[src/rtl/fetch_pkg.sv]
// Shared types and constants for the instruction-fetch stage.
// The optional alignment check is enabled with FETCH_ALIGN_CHECK_EN.
package fetch_pkg;

  typedef enum logic [2:0] {
    S_IDLE,
    S_REQ,
    S_WAIT,
    S_HOLD,
    S_DRAIN
  } fetch_state_e;

  localparam int          DATA_W    = 32;
  localparam logic [31:0] NOP_INSTR = 32'h0000_0013;
  localparam logic [31:0] PC_STEP   = 32'd4;

endpackage

[src/rtl/fetch_out_buf.sv]
// One-entry holding register that presents a fetched instruction and its PC
// to decode; flush and accept both empty it, load fills it.
module fetch_out_buf
  import fetch_pkg::*;
#(
  parameter int DATA_W = 32
) (
  input  logic              clk,
  input  logic              rst_n,
  input  logic              load,
  input  logic              accept,
  input  logic              flush,
  input  logic [DATA_W-1:0] instr_d,
  input  logic [DATA_W-1:0] pc_d,
  output logic              valid,
  output logic [DATA_W-1:0] instr,
  output logic [DATA_W-1:0] pc
);

  always_ff @(posedge clk or negedge rst_n) begin
    if (!rst_n) begin
      valid <= 1'b0;
      instr <= NOP_INSTR;
      pc    <= '0;
    end else if (flush || accept) begin
      valid <= 1'b0;
    end else if (load) begin
      valid <= 1'b1;
      instr <= instr_d;
      pc    <= pc_d;
    end
  end

endmodule

[src/rtl/fetch_pc_unit.sv]
// Instruction-fetch stage: PC register, req/gnt/rvalid memory sequencing and
// redirect handling. Define FETCH_ALIGN_CHECK_EN to add misalign_o and
// force redirect targets onto a word boundary.
module fetch_pc_unit
  import fetch_pkg::*;
#(
  parameter logic [31:0] RESET_PC = 32'h0000_0000
) (
  input  logic        clk,
  input  logic        rst_n,
  output logic [31:0] pc_o,
  input  logic [31:0] pc_plus4_i,
  input  logic        redirect_valid_i,
  input  logic [31:0] redirect_pc_i,
  output logic        imem_req_o,
  output logic [31:0] imem_addr_o,
  input  logic        imem_gnt_i,
  input  logic        imem_rvalid_i,
  input  logic [31:0] imem_rdata_i,
  output logic        instr_valid_o,
  output logic [31:0] instr_o,
  output logic [31:0] instr_pc_o,
`ifdef FETCH_ALIGN_CHECK_EN
  output logic        misalign_o,
`endif
  input  logic        instr_ready_i
);

  fetch_state_e state_q, state_d;
  logic [31:0]  pc_q, pc_d;
  logic [31:0]  req_pc_q, req_pc_d;
  logic [31:0]  redir_pc;
  logic         redir_act;
  logic         buf_load, buf_accept, buf_flush;

  assign redir_act   = redirect_valid_i && (state_q != S_IDLE);
  assign pc_o        = pc_q;
  assign imem_req_o  = (state_q == S_REQ);
  assign imem_addr_o = imem_req_o ? pc_q : 32'h0;

`ifdef FETCH_ALIGN_CHECK_EN
  logic misalign_q;

  assign redir_pc   = {redirect_pc_i[31:2], 2'b00};
  assign misalign_o = misalign_q;

  always_ff @(posedge clk or negedge rst_n) begin
    if (!rst_n) begin
      misalign_q <= 1'b0;
    end else if (redir_act && (redirect_pc_i[1:0] != 2'b00)) begin
      misalign_q <= 1'b1;
    end
  end
`else
  assign redir_pc = redirect_pc_i;
`endif

  always_ff @(posedge clk or negedge rst_n) begin
    if (!rst_n) begin
      state_q  <= S_IDLE;
      pc_q     <= RESET_PC;
      req_pc_q <= 32'h0;
    end else begin
      state_q  <= state_d;
      pc_q     <= pc_d;
      req_pc_q <= req_pc_d;
    end
  end

  always_comb begin
    state_d    = state_q;
    pc_d       = pc_q;
    req_pc_d   = req_pc_q;
    buf_load   = 1'b0;
    buf_accept = 1'b0;
    buf_flush  = 1'b0;
    case (state_q)
      S_IDLE:  state_d = S_REQ;
      S_REQ: begin
        if (imem_gnt_i) begin
          req_pc_d = pc_q;
          pc_d     = pc_plus4_i;
          state_d  = S_WAIT;
        end
      end
      S_WAIT: begin
        if (imem_rvalid_i) begin
          buf_load = 1'b1;
          state_d  = S_HOLD;
        end
      end
      S_HOLD: begin
        if (instr_ready_i) begin
          buf_accept = 1'b1;
          state_d    = S_REQ;
        end
      end
      S_DRAIN: begin
        if (imem_rvalid_i) state_d = S_REQ;
      end
      default: state_d = S_IDLE;
    endcase
    // Redirect wins; an in-flight response that has not yet arrived must be drained.
    if (redir_act) begin
      pc_d      = redir_pc;
      buf_load  = 1'b0;
      buf_flush = 1'b1;
      if ((state_q == S_REQ && imem_gnt_i) ||
          ((state_q == S_WAIT || state_q == S_DRAIN) && !imem_rvalid_i)) begin
        state_d = S_DRAIN;
      end else begin
        state_d = S_REQ;
      end
    end
  end

  fetch_out_buf #(.DATA_W(DATA_W)) u_out_buf (
    .clk     (clk),
    .rst_n   (rst_n),
    .load    (buf_load),
    .accept  (buf_accept),
    .flush   (buf_flush),
    .instr_d (imem_rdata_i),
    .pc_d    (req_pc_q),
    .valid   (instr_valid_o),
    .instr   (instr_o),
    .pc      (instr_pc_o)
  );

endmodule

[config.mk]
export PLATFORM = sky130hd
export DESIGN_NAME = fetch_pc_unit
export DESIGN_NICKNAME = d
export VERILOG_FILES = /design/src/rtl/fetch_pkg.sv /design/src/rtl/fetch_out_buf.sv /design/src/rtl/fetch_pc_unit.sv
export SDC_FILE = /design/constraint.sdc
export NUM_CORES = 1
export LEC_CHECK = 0
export BUFFER_PORTS_ARGS = -buffer_cell sky130_fd_sc_hd__buf_4
export CORE_MARGIN = 5
export CORE_UTILIZATION = 47
export DETAILED_ROUTE_END_ITERATION = 7
export GPL_TIMING_DRIVEN = 0
export MAX_ROUTING_LAYER = met4
export PLACE_DENSITY = 0.85
export SLEW_MARGIN = 10
export SYNTH_ARGS = -nofsm -noshare
export SYNTH_HDL_FRONTEND = slang
export SYNTH_SLANG_ARGS = --single-unit
[constraint.sdc]
create_clock -name clk -period 2.8 [get_ports clk]
set_input_delay 0.56 -clock clk [delete_from_list [all_inputs] [get_ports clk]]
set_output_delay 0.56 -clock clk [all_outputs]
set_load 0.01 [all_outputs]
==> results.json, run 1 <==
{
  "synthArstFlopShare": 1.00,
  "netlist_area_um2": 5830,
  "setup_violations": 0,
  "drt_wl_total_um": 16300,
  "comb_power_share": 0.419,
  "r2r-start": "state_q[0]$_DFFE_PN0P_",
  "die_w_um": 121,
  "cts_hold_buf": 0,
  "grt_pass1_wl_um": 25700,
  "start_util": 0.482,
  "ios": 232,
  "p_per_area_nw_per_um2": 1240,
  "htreeDepth": 4,
  "postSynthAreaPerCell_um2": 11.5,
  "num-fill-cells": 872,
  "tightest_slew_ns": 0.493,
  "syn_to_final_growth_pct": 45.6,
  "grtUsageTotal": 0.232,
  "ys_warn_count": 0,
  "ys_ff_latch": 132,
  "cap_violations": 0,
  "met3_length_um": 1050,
  "synth_edf_count": 0,
  "p_sw_mw": 3.53,
  "reg2reg_slack_ns": 1.10,
  "register_area_um2": 3310,
  "synth_nets": 610,
  "cts_root_buffer": "clkbuf_16",
  "grt_max_degree": 84,
  "power_leakage_nw": 4.57,
  "synth_area_leaders": "dfrtp_1 55%, mux2_4 15%, nand2_1 10%",
  "finalMaxSlewViolations": 0,
  "rows": 40,
  "dr.max_layer_used": "met4",
  "cp.arrival_ns": 1.99,
  "fin_crit_ns": 2.55,
  "cts_tree": "done",
  "synth_seq_area_share": 0.567,
  "yosysTopAreaCell": "dfrtp_1",
  "met2_length_um": 8470,
  "antenna_found_initial": 0,
  "overflow": 0,
  "max_freq_ghz": 0.393,
  "fin_crit_sh": 0.909,
  "drt-initial-drc-count": 274,
  "p_seq_frac": 0.341,
  "final_util": 0.701,
  "reg2reg_depth": 6,
  "rr_endpoint": "pc_o[17]$_DFFE_PN0P_",
  "crit_start": "state_q[0]$_DFFE_PN0P_",
  "insertion_delay_ns": 0.41,
  "ys_types": 30,
  "power_mw": 10.6,
  "ys.flop_type": "dfrtp_1",
  "cts_buffers": 17,
  "p_int_mw": 7.02,
  "max_slew_margin": 0.671,
  "hpwl_um": 12100,
  "clock_power_share": 0.240,
  "wl_met1_um": 6660,
  "die_h_um": 121,
  "layout.nets": 861,
  "path_class": "reg2out",
  "p_sw_frac": 0.335,
  "wl_per_cell_um": 17.4,
  "final_cells": 939,
  "hold_class": "in2async",
  "required_ns": 2.24,
  "port-buffer-count": 231,
  "path_clk_slew_ns": 0.06,
  "postRouteAntennaNets": 0,
  "clock_sinks": 132,
  "drive_above_1_share": 0.467,
  "critPathLaunchType": "flop",
  "clock_skew_ns": 0.00855,
  "tns_ns": 0,
  "worstPathMaxFanout": 10,
  "vias": 4685,
  "rsz0062_at_grt": "false",
  "netlist.area_leader.share": 0.553,
  "drt-pass1-iter-count": 4,
  "dp.cells": 908,
  "irDropWorstVdd_uv": 579,
  "clockBufferDepth": 2,
  "holdWs_ns": 0.0899,
  "outcome": "completed",
  "drc_errors": 0,
  "viasPerCell": 4.99,
  "hold_viol_final": 0,
  "core_area_um2": 12100,
  "syn_inst": 508,
  "antenna_cells": 0,
  "end_kind": "primary output",
  "die_area_um2": 14700,
  "grt_pass1_vias": 4906,
  "multi_input_area_um2": 2260,
  "routabilityCongestion": 0.834
}
[through the flow]
step / worst slack [ns] / instance area, um2
6_report: 0.254 / 8490
5_1_grt: 0.0383 / 8490
4_1_cts: 0.104 / 8490
3_5_place_dp: 0.372 / 7810
3_3_place_gp: 0.443 / 7780
2_1_floorplan: 1.01 / 5830
[area by class of cell]
cell class	count	area share
Buffer	33	0.0320
Clock buffer	22	0.0570
Clock inverter	9	0.0233
Multi-Input combinational cell	343	0.266
Sequential cell	132	0.389
Tap cell	168	0.0247
Timing Repair Buffer	232	0.208
[how the worst max path moves through the flow]
stage / endpoint / slack (ns) / cells after the start
final: imem_addr_o[7] / 0.25 / 6
after global routing: imem_addr_o[11] / 0.04 / 6
after CTS: imem_addr_o[13] / 0.10 / 6
after detailed placement: imem_addr_o[13] / 0.37 / 6
after global placement: imem_addr_o[13] / 0.44 / 6
after floorplan: imem_addr_o[10] / 1.01 / 5
[what timing repair did]
action                                  4_1_cts  5_1_grt
resized for setup                             1        1
hold endpoints to repair                      0        0
setup buffers                                 0        0
endpoints found under the setup margin       10       18
[cell usage in the layout (no fill, tap or decap), types with 2 or more instances in the layout]
| cell type | count |
|---|---|
| buf_12 | 6 |
| mux2_2 | 4 |
| nor3_1 | 2 |
| and2_1 | 32 |
| nand3b_1 | 2 |
| dfstp_2 | 3 |
| clkbuf_1 | 9 |
| nor2_1 | 32 |
| mux2_4 | 60 |
| buf_6 | 2 |
| nor2b_1 | 2 |
| a31oi_1 | 32 |
| bufinv_16 | 6 |
| o21bai_1 | 2 |
| dfrtp_1 | 129 |
| nand2_1 | 162 |
| clkbuf_16 | 17 |
| clkinv_2 | 2 |
| buf_2 | 9 |
| buf_4 | 238 |
| clkbuf_8 | 4 |
[registers in the layout, indices dropped and copies added, names as in the netlist]
signal           flops
req_pc_q            32
u_out_buf.valid      1
u_out_buf.pc        32
state_q              3
u_out_buf.instr     32
pc_o                32
[cell usage after synthesis (3+ instances only)]
master / n
and2_1: 32
a31oi_1: 32
dfstp_2: 3
dfrtp_1: 129
mux2_2: 4
nor2_1: 32
mux2_4: 60
buf_12: 6
buf_4: 8
clkbuf_1: 9
buf_2: 9
nand2_1: 162
[critical path, stage by stage, from the launching register on]
cell and delay, ns:
dfrtp_1 0.33, buf_4 0.17, nor2b_1 0.22, and2b_2 0.27, clkbuf_1 0.27, and2_1 0.19
buf_4 0.12
[per-layer routing]
layer  up-vias  track usage
met5         -            -
met4         0       0.0644
met3        15       0.0592
met2       186        0.389
met1      2307        0.278
li1       2177            -
[kinds of logic (layout without fill, tap and decap cells)]
kind of cell    Yosys count  after routing  share of synthesized area
flops                   132            132                      0.567
compound gates           40             40                     0.0453
buf+inv                  33            296                     0.0463
simple gates            239            239                      0.179
mux                      64             64                      0.162
[power groups by stage]
| stage | combinational (mW) | clock [mW] | sequential [mW] |
|---|---|---|---|
| floorplan | 2.00 | 0 | 3.71 |
| global placement | 4.33 | 0 | 3.56 |
| detailed placement | 4.44 | 0 | 3.62 |
| CTS | 4.49 | 2.57 | 3.61 |
| global route | 4.79 | 2.66 | 3.74 |
| finish | 4.42 | 2.53 | 3.60 |
No activity file was read; power rests on OpenSTA's default activity.
==> run 2: changes to the inputs <==
--- a/config.mk
+++ b/config.mk
@@ -5,6 +5,7 @@
 export SDC_FILE = /design/constraint.sdc
 export NUM_CORES = 1
 export LEC_CHECK = 0
+export ABC_AREA = 1
 export BUFFER_PORTS_ARGS = -buffer_cell sky130_fd_sc_hd__buf_4
 export CORE_MARGIN = 5
 export CORE_UTILIZATION = 47
==> run 2 against run 1 <==
  * Maximum frequency decreased by 3.2%
  * Sequential share of layout area up 1.2 points
  * Area after synthesis shrank 2.4%
  * Clock power shrank 12%
  * Count of clock-buffer cells in the layout fell by 4
  * Sequential cell count unchanged
  * Non-clock buffer count rose by 15
  * Via count increased by 21%
  * Critical path depth is the same
  * Synthesized cell count rose by 33%
  * Critical path type unchanged
  * Largest cell class unchanged
  * Largest power group unchanged
==> results.json, run 2 <==
{
  "outcome": "completed",
  "ios": 232,
  "path_clk_slew_ns": 0.06,
  "port-buffer-count": 231,
  "drt-initial-drc-count": 483,
  "hold_viol_final": 0,
  "insertion_delay_ns": 0.42,
  "synthArstFlopShare": 1.00,
  "path_class": "reg2out",
  "finalMaxSlewViolations": 0,
  "overflow": 0,
  "fin_crit_ns": 2.63,
  "clock_skew_ns": 0.0102,
  "grtUsageTotal": 0.259,
  "hold_class": "in2async",
  "layout_common_cells": "232 x buf_4, 178 x nand2_1, 129 x dfrtp_1",
  "synth.most_common_cell": "nand2_1",
  "cap_violations": 0,
  "power_leakage_nw": 4.44,
  "critPathLaunchType": "flop",
  "antenna_found_initial": 0,
  "postSynthAreaPerCell_um2": 8.43,
  "grt_max_degree": 71,
  "grt_pass1_wl_um": 28300,
  "clockBufferDepth": 2,
  "yosysTopAreaCell": "dfrtp_1",
  "irDropWorstVdd_uv": 542,
  "max_freq_ghz": 0.380,
  "clock_sinks": 132,
  "ys_ff_latch": 132,
  "synth_seq_area_share": 0.581,
  "viasPerCell": 5.21,
  "netlist.area_leader.share": 0.567,
  "synth_nets": 778,
  "cts_root_buffer": "clkbuf_16",
  "synth_area_leaders": "dfrtp_1 57%, nand2_1 12%, nand3_1 9.0%",
  "netlist_area_um2": 5700,
  "die_area_um2": 14400,
  "post_cts_buffers": 0,
  "ys_types": 20,
  "worstPathMaxFanout": 10,
  "vias": 5664,
  "die_w_um": 120,
  "setup_violations": 0,
  "start_util": 0.476,
  "grt_pass1_vias": 5475,
  "drt-pass1-iter-count": 5,
  "ys_warn_count": 0,
  "drc_errors": 0,
  "cts_resized": 0,
  "drt_wl_total_um": 18200,
  "routabilityCongestion": 0.908,
  "die_h_um": 120,
  "placed_cell_area_um2": 7640,
  "postRouteAntennaNets": 0,
  "rsz0062_at_grt": "false",
  "dp.cells": 1055,
  "drive_above_1_share": 0.329,
  "fin_crit_sh": 0.939,
  "synthTopCellsByCount": "178 x nand2_1, 129 x dfrtp_1, 102 x nand3_1",
  "tns_ns": 0,
  "tightest_slew_ns": 0.608,
  "final_cells": 1087,
  "final_area_um2": 8240,
  "p_per_area_nw_per_um2": 1230,
  "cts_buffers": 17,
  "cts_hold_buf": 0,
  "htreeDepth": 4,
  "synth_edf_count": 0,
  "cp.arrival_ns": 2.07,
  "cts_tree": "done",
  "wl_per_cell_um": 16.7,
  "layout.nets": 1029,
  "end_kind": "primary output",
  "ys.flop_type": "dfrtp_1",
  "required_ns": 2.24,
  "syn_inst": 676,
  "max_slew_margin": 0.595,
  "rows": 40,
  "core_area_um2": 12000,
  "syn_to_final_growth_pct": 44.6,
  "layout_commonest_cell": "buf_4",
  "antenna_cells": 0,
  "hpwl_um": 13300
}
## run 2: cell types whose count changed after synthesis, sizes merged, moves of 32 or more
cell   delta
a31oi    -32
and2     -32
inv      +41
mux2     -64
nand3   +103
nor2     +36
o21ai    +64
## run 2: worst paths after layout
check                                               start                              to  slack (ns)  cells after the start
hold / removal                                      rst_n    u_out_buf.pc[10]$_DFFE_PN0P_        0.11                      1
hold reg to reg            u_out_buf.instr[1]$_DFFE_PN1P_  u_out_buf.instr[1]$_DFFE_PN1P_        0.47                      2
min in group clk                            instr_ready_i     u_out_buf.valid$_DFFE_PN0P_        0.32                      2
setup reg to reg                   state_q[2]$_DFFE_PN0P_    u_out_buf.pc[13]$_DFFE_PN0P_        1.12                      7
max in group asynchronous                           rst_n    u_out_buf.pc[25]$_DFFE_PN0P_        1.93                      2
setup / recovery                   state_q[1]$_DFFE_PN0P_                 imem_addr_o[24]        0.17                      6
## run 2: power breakdown
part           total (mW)  internal [mW]  switching [mW]
Clock                2.23           1.34           0.883
Combinational        4.55           1.93            2.62
Sequential           3.32           2.81           0.511
Total                10.1           6.08            4.02
## run 2: stage by stage
stage | setup slack (ns) | hold WS [ns] | util | total power [mW]
4_1_cts | 0.143 | 0.126 | 0.688 | 10.2
3_3_place_gp | 0.648 | 0.453 | 0.637 | 7.72
3_5_place_dp | 0.605 | 0.457 | 0.639 | 7.89
2_1_floorplan | 1.10 | 0.264 | - | 5.57
6_report | 0.170 | 0.114 | 0.688 | 10.1
5_1_grt | 0.0444 | 0.162 | 0.688 | 10.8
## run 2: cells by family (layout without fill, tap and decap cells)
| family | count (synthesis) | after routing | share of synthesized area |
|---|---|---|---|
| buffers and inverters | 89 | 353 | 0.0701 |
| AND/OR/NAND/NOR | 387 | 387 | 0.289 |
| flip-flops | 132 | 132 | 0.581 |
| AO/OA/AOI/OAI | 68 | 68 | 0.0604 |
## run 2: metal layers
metal	up-vias	GRT usage	wire [um]
met3	35	0.0693	1490
met4	0	0.0981	461
met5	-	-	0
li1	2689	-	-
met2	243	0.419	9020
met1	2697	0.311	7200
## run 2: area by class of cell
| type | instances | area (um2) |
|---|---|---|
| tap | 147 | 184 |
| fill | 971 | 3730 |
| buffer | 48 | 245 |
| clock inverter | 14 | 151 |
| sequential | 132 | 3310 |
| clock buffer | 18 | 439 |
| inverter | 41 | 154 |
| multi-input combinational | 455 | 1990 |
| timing repair buffer | 232 | 1770 |
## run 2: critical path: stages (launching register included)
cell and delay, ns:
dfrtp_1 0.32, buf_2 0.18, inv_1 0.12, nand2_1 0.26
clkbuf_1 0.48, nor2_1 0.12, buf_4 0.17
